[config.mk]
export PLATFORM = sky130hd
export DESIGN_NAME = switch_bank_debounced
export DESIGN_NICKNAME = d
export VERILOG_FILES = /design/src/rtl/switch_pkg.sv /design/src/rtl/switch_debounce.sv /design/src/rtl/switch_bank_debounced.sv
export SDC_FILE = /design/constraint.sdc
export NUM_CORES = 1
export LEC_CHECK = 0
export ABC_AREA = 1
export CAP_MARGIN = 20
export CORE_ASPECT_RATIO = 1.1
export CORE_MARGIN = 2
export CORE_UTILIZATION = 31
export CTS_CLUSTER_DIAMETER = 30
export CTS_CLUSTER_SIZE = 40
export DETAILED_ROUTE_END_ITERATION = 8
export PLACE_DENSITY_LB_ADDON = 0.25
export REMOVE_ABC_BUFFERS = 1
export SLEW_MARGIN = 10
export SYNTH_ARGS = -nofsm -noshare
export SYNTH_HDL_FRONTEND = slang
export SYNTH_SLANG_ARGS = --single-unit
[constraint.sdc]
create_clock -name clk -period 2.4 [get_ports clk]
set_clock_uncertainty 0.15 [all_clocks]
set_input_delay 0.6 -clock clk [delete_from_list [all_inputs] [get_ports clk]]
set_output_delay 0.6 -clock clk [all_outputs]
set_load 0.05 [all_outputs]
[src/rtl/switch_pkg.sv]
// ---------------------------------------------------------------------------
// switch_pkg
// Shared constants for the debounced DIP-switch bank peripheral: the word
// address map, register bit positions and the change-counter helper.
// ---------------------------------------------------------------------------
package switch_pkg;

    // Word address map
    localparam int ADDR_CTRL   = 0;
    localparam int ADDR_STATUS = 1;
    localparam int ADDR_DATA0  = 2;

    // Register bit positions
    localparam int IE_BIT      = 0;   // CTRL
    localparam int PEND_BIT    = 0;   // STATUS
    localparam int CHG_CNT_LSB = 8;   // STATUS[15:8]
    localparam int CHG_CNT_MAX = 255;

    // Saturating increment of the 8-bit change counter.
    function automatic logic [7:0] chg_cnt_inc(input logic [7:0] v);
        return (v == 8'(CHG_CNT_MAX)) ? v : v + 8'd1;
    endfunction

endpackage

[src/rtl/switch_debounce.sv]
// ---------------------------------------------------------------------------
// switch_debounce
// Converts active-low switch pins to active-high, passes them through a 2-FF
// synchroniser and commits the whole bank once it has been stable for
// DEB_CYCLES consecutive cycles.
//
// Ports:
//   clk      in   system clock
//   rst      in   synchronous active-high reset
//   dip_n    in   raw switch pins, active-low
//   state    out  debounced switch state (1 = switch on)
//   changed  out  bits where the pending candidate differs from state
//   commit   out  single-cycle pulse; state takes the candidate on this edge
// ---------------------------------------------------------------------------
module switch_debounce #(
    parameter int WIDTH      = 64,
    parameter int DEB_CYCLES = 16
) (
    input  logic             clk,
    input  logic             rst,
    input  logic [WIDTH-1:0] dip_n,
    output logic [WIDTH-1:0] state,
    output logic [WIDTH-1:0] changed,
    output logic             commit
);

    localparam int                CNT_W   = $clog2(DEB_CYCLES + 1);
    localparam logic [CNT_W-1:0]  CNT_MAX = CNT_W'(DEB_CYCLES - 1);

    logic [WIDTH-1:0] sync1_q, sync1_d;
    logic [WIDTH-1:0] sync2_q, sync2_d;
    logic [WIDTH-1:0] cand_q,  cand_d;
    logic [WIDTH-1:0] state_q, state_d;
    logic [CNT_W-1:0] cnt_q,   cnt_d;

    logic stable;
    logic at_max;

    // Commit is combinational so the register file sees it on the same edge
    // that state is loaded; no extra latency is added to PEND.
    assign stable  = (sync2_q == cand_q);
    assign at_max  = (cnt_q == CNT_MAX);
    assign changed = cand_q ^ state_q;
    assign commit  = stable && at_max && (|changed);
    assign state   = state_q;

    // NOTE: every variable driven here gets a default first, so no path can
    // leave it unassigned and infer a latch.
    always_comb begin
        sync1_d = ~dip_n;
        sync2_d = sync1_q;
        cand_d  = cand_q;
        state_d = state_q;
        cnt_d   = cnt_q;

        if (!stable) begin
            // Any movement restarts the stability window.
            cand_d = sync2_q;
            cnt_d  = '0;
        end else if (at_max) begin
            // Counter holds at its maximum until the inputs move again.
            if (commit) begin
                state_d = cand_q;
            end
        end else begin
            cnt_d = cnt_q + 1'b1;
        end
    end

    // NOTE: state flops use non-blocking assignments so every register
    // samples the pre-edge values; reset is synchronous, checked inside the
    // clocked block.
    always_ff @(posedge clk) begin
        if (rst) begin
            sync1_q <= '0;
            sync2_q <= '0;
            cand_q  <= '0;
            state_q <= '0;
            cnt_q   <= '0;
        end else begin
            sync1_q <= sync1_d;
            sync2_q <= sync2_d;
            cand_q  <= cand_d;
            state_q <= state_d;
            cnt_q   <= cnt_d;
        end
    end

endmodule

[src/rtl/switch_bank_debounced.sv]
// ---------------------------------------------------------------------------
// switch_bank_debounced
// Bus peripheral exposing N_BYTES groups of active-low DIP switches through a
// debouncer and a small register file (CTRL, STATUS, DATA words) with a
// level interrupt. Reads are combinational on addr; writes happen on the
// rising clock edge while we=1.
//
// Optional build macro SWITCH_MASK_EN adds per-bit MASK words after the DATA
// words; only changes on unmasked bits raise PEND / CHG_CNT.
//
// Ports:
//   clk   in   system clock
//   rst   in   synchronous active-high reset
//   dip   in   raw switch pins, active-low, byte k = dip[8k+7:8k]
//   addr  in   word address
//   we    in   write strobe
//   din   in   write data
//   dout  out  read data (combinational)
//   irq   out  interrupt request = PEND & IE
// ---------------------------------------------------------------------------
module switch_bank_debounced
    import switch_pkg::*;
#(
    parameter int N_BYTES    = 8,
    parameter int DEB_CYCLES = 16,
    parameter int ADDR_W     = 4
) (
    input  logic                 clk,
    input  logic                 rst,
    input  logic [8*N_BYTES-1:0] dip,
    input  logic [ADDR_W-1:0]    addr,
    input  logic                 we,
    input  logic [31:0]          din,
    output logic [31:0]          dout,
    output logic                 irq
);

    localparam int WIDTH   = 8 * N_BYTES;
    localparam int N_WORDS = N_BYTES / 4;

    logic [WIDTH-1:0] state;
    logic [WIDTH-1:0] changed;
    logic             commit;
    logic             raise;

    logic       ie_q,      ie_d;
    logic       pend_q,    pend_d;
    logic [7:0] chg_cnt_q, chg_cnt_d;

    switch_debounce #(
        .WIDTH      (WIDTH),
        .DEB_CYCLES (DEB_CYCLES)
    ) u_debounce (
        .clk     (clk),
        .rst     (rst),
        .dip_n   (dip),
        .state   (state),
        .changed (changed),
        .commit  (commit)
    );

`ifdef SWITCH_MASK_EN
    logic [WIDTH-1:0] mask_q, mask_d;

    // State always follows the switches; the mask only gates notification.
    assign raise = commit && (|(changed & mask_q));

    always_comb begin
        mask_d = mask_q;
        if (we) begin
            for (int j = 0; j < N_WORDS; j++) begin
                if (addr == ADDR_W'(ADDR_DATA0 + N_WORDS + j)) begin
                    mask_d[32*j +: 32] = din;
                end
            end
        end
    end

    always_ff @(posedge clk) begin
        if (rst) begin
            mask_q <= '1;
        end else begin
            mask_q <= mask_d;
        end
    end
`else
    logic unused_bits;

    assign raise       = commit;
    assign unused_bits = ^{din[31:1], changed};
`endif

    // Register-file update. The commit is applied after the bus write so a
    // simultaneous STATUS clear loses to the new event.
    always_comb begin
        ie_d      = ie_q;
        pend_d    = pend_q;
        chg_cnt_d = chg_cnt_q;

        if (we) begin
            if (addr == ADDR_W'(ADDR_CTRL)) begin
                ie_d = din[IE_BIT];
            end
            if (addr == ADDR_W'(ADDR_STATUS) && din[PEND_BIT]) begin
                pend_d    = 1'b0;
                chg_cnt_d = '0;
            end
        end

        if (raise) begin
            pend_d    = 1'b1;
            chg_cnt_d = chg_cnt_inc(chg_cnt_d);
        end
    end

    always_ff @(posedge clk) begin
        if (rst) begin
            ie_q      <= 1'b0;
            pend_q    <= 1'b0;
            chg_cnt_q <= '0;
        end else begin
            ie_q      <= ie_d;
            pend_q    <= pend_d;
            chg_cnt_q <= chg_cnt_d;
        end
    end

    // Purely a function of flops, so it cannot glitch on bus activity.
    assign irq = pend_q & ie_q;

    // Read mux; anything not decoded returns zero.
    always_comb begin
        dout = '0;
        if (addr == ADDR_W'(ADDR_CTRL)) begin
            dout[IE_BIT] = ie_q;
        end
        if (addr == ADDR_W'(ADDR_STATUS)) begin
            dout[PEND_BIT]             = pend_q;
            dout[CHG_CNT_LSB +: 8]     = chg_cnt_q;
        end
        for (int j = 0; j < N_WORDS; j++) begin
            if (addr == ADDR_W'(ADDR_DATA0 + j)) begin
                dout = state[32*j +: 32];
            end
`ifdef SWITCH_MASK_EN
            if (addr == ADDR_W'(ADDR_DATA0 + N_WORDS + j)) begin
                dout = mask_q[32*j +: 32];
            end
`endif
        end
    end

endmodule

==> flow_metrics.tcl <==
set metrics [dict create \
    synth_area_leaders "dfxtp_1 50%, nor2_1 13%, nand2_1 12%, inv_1 9.1%, o21ai_1 2.7%" \
    multiInputGateArea_sq_um 4530 \
    cellLeakagePower_nw 6.71 \
    hold_viol 0 \
    cts_buffers 66 \
    diodes 0 \
    yosys.area.top_type_share_pct 50.1 \
    io-pin-count 136 \
    synth-seq-area-share_pct 50.1 \
    synthCells 1534 \
    gp_congestion 0.800 \
    ir_worst_vdd_v 0.000445 \
    synth_commonest_cells "389 x nor2_1, 348 x nand2_1, 271 x dfxtp_1" \
    dieArea_sq_um 36500 \
    clk_path_buf_depth 3 \
    hold_path_class "in2reg" \
    gr-usage-all-layers_pct 15.3 \
    cp.arrival_ns 1.74 \
    wl_per_cell_microns 12.7 \
    yosys_warnings 0 \
    power-per-cell-area_nw_per_um2 938 \
    drive_gt1_share_pct 14.8 \
    path_clk_slew_ns 0.05 \
    drtIter0Drc 448 \
    yosysTopAreaCell "dfxtp_1" \
    cap_violations 0 \
    fin_nets 1799 \
    num_vias 9318 \
    critPathKind "in2out" \
    drt-pass1-iter-count 5 \
    ys_ff_latch 271 \
    cp-start-kind "input pin" \
    synth.most_common_cell "nor2_1" \
    post-place-cells 2058 \
    cts_num_sinks 271 \
    seq_area_sq_um 5430 \
    die_w_microns 182 \
    hpwlAfterDp_mm 17.9 \
    start_util_pct 31.6 \
    setup_ws_ns -0.0912 \
    critPathCaptureType "output port" \
    fin_cells 2184 \
    fill_cells 3313 \
    root_buffer "clkbuf_16" \
    grt_max_degree 104 \
    synth_edf_count 0 \
    synthArstFlopShare_pct 0 \
    cts_tree "done" \
    wl_mm 27.7 \
    avgSynthCellArea_sq_um 7.07 \
    h-tree-depth 3 \
    violations "negative setup slack" \
    overflow 0 \
    core_sq_um 34300 \
    ys_dominant_reg_cell "dfxtp_1" \
    first_global_vias 9138 \
    synthToLayoutAreaGrowth_pct 45.5 \
    status "finished, violations left" \
    synth_area_sq_um 10800 \
    critPathRequiredTime_ns 1.65 \
    tightest_slew_ns 0.510 \
    relSlewSlack_pct 66.0 \
    antenna_found_initial 1 \
    period_share_pct 104 \
    max_freq_ghz 0.401 \
    ant_nets 0 \
    clk_latency_ns 0.56 \
    grt_pass1_wl_mm 44.7 \
    viasPerCell 4.27 \
    drv_slew 0 \
    portBuffers 104 \
    fp.dieH_microns 200 \
    final.setup.tns_ns -1.60 \
    crit_fanout 7 \
    post-route-min-period_ns 2.49 \
    rsz0062_at_grt "true" \
    finalSetupViolations 32 \
    rows 71 \
    drcViolationCount 0 \
    synth_cell_types 30 \
]
per-layer routing:
layer  global-route usage, %  wire [microns]
met5                       0              12
met4                    7.66             707
met3                    3.73            1360
met2                    25.6           13200
met1                    18.4           12400
registers in the layout, summed over array words and instances, names as in the netlist:
| register | flops |
|---|---|
| chg_cnt_q | 8 |
| pend_q | 1 |
| u_debounce.sync2_q | 64 |
| u_debounce.cand_q | 64 |
| u_debounce.cnt_q | 5 |
| u_debounce.state | 64 |
| ie_q | 1 |
| u_debounce.sync1_q | 64 |
path summary, 6_finish.rpt:
| check | from | endpoint | slack (ns) | depth (start not counted) |
|---|---|---|---|---|
| worst min-delay path | rst | u_debounce.sync1_q[7] | 0.18 | 2 |
| worst max register to register | u_debounce.state[46] | u_debounce.state[57] | 0.20 | 14 |
| worst max-delay path | addr[3] | dout[11] | -0.09 | 7 |
| worst min register to register | u_debounce.sync1_q[61] | u_debounce.sync2_q[61] | 0.24 | 2 |
critical path, cell delays in order:
cell	delay [ns]
buf_6	0.09
nor2_4	0.13
buf_4	0.14
nand3_4	0.15
clkbuf_16	0.24
o221ai_4	0.21
buf_12	0.17
logic make-up (layout without fill, tap and decap cells):
family	count (synthesis)	after routing	synth area share (%)
buffers and inverters	320	532	12.1
XOR/XNOR	39	39	3.15
AND/OR/NAND/NOR	791	791	28.7
flip-flops	271	271	50.1
AO/OA/AOI/OAI	111	111	5.82
adder cells (fa/ha/maj)	2	2	0.231
cells in the final DEF, fill, tap and decap left out, types with 3 or more instances in the layout:
cell,instances
nor2_1,385
nand2_1,340
dfxtp_1,271
inv_1,260
clkbuf_16,72
clkdlybuf4s50_1,66
o21ai_1,59
buf_12,40
xnor2_1,27
buf_4,25
nand3_1,22
nand4_1,17
o22ai_2,15
xor2_1,12
bufinv_16,12
a21oi_1,11
clkinvlp_4,10
o221ai_4,8
clkbuf_8,8
clkinv_2,8
inv_2,7
o22ai_4,7
nor2_2,7
nand2_2,6
buf_6,6
nand2_4,5
o21ai_0,5
o21ai_2,4
inv_6,4
clkbuf_1,4
nor2_4,3
clkinv_8,3
clkinv_4,3
stage by stage:
step / hold WS, ns / util, % / instance area (sq um) / worst slack (ns) / total power, mW
after floorplan: 0.238 / - / 10500 / -1.11 / 5.08
after global placement: 0.239 / 37.3 / 12800 / -0.732 / 5.39
after detailed placement: 0.242 / 37.3 / 12800 / -0.758 / 5.39
after CTS: 0.156 / 45.1 / 15500 / -0.102 / 15.0
after global routing: 0.176 / 46.0 / 15800 / -0.137 / 15.4
final: 0.176 / 46.0 / 15800 / -0.0912 / 14.8
power breakdown:
| group | switching [mW] | internal (mW) | leakage (nW) |
|---|---|---|---|
| registers | 0.0691 | 4.65 | 2.22 |
| logic | 0.338 | 0.283 | 3.34 |
| clock network | 2.75 | 6.71 | 1.15 |
| total | 3.16 | 11.6 | 6.71 |
what timing repair did:
item	in CTS	in global routing
gates cloned	1	2
pin swaps	4	3
hold buffers	0	0
gates resized for setup	53	50
endpoints found under the setup margin	32	45
setup buffers	3	1
cell type report:
| type | count | area share (%) |
|---|---|---|
| Sequential cell | 271 | 34.4 |
| Multi-Input combinational cell | 943 | 28.7 |
| Timing Repair Buffer | 144 | 11.7 |
| Clock buffer | 80 | 11.6 |
| Inverter | 268 | 6.38 |
| Clock inverter | 40 | 3.71 |
| Tap cell | 438 | 3.48 |
(Power assumes the default switching activity.)
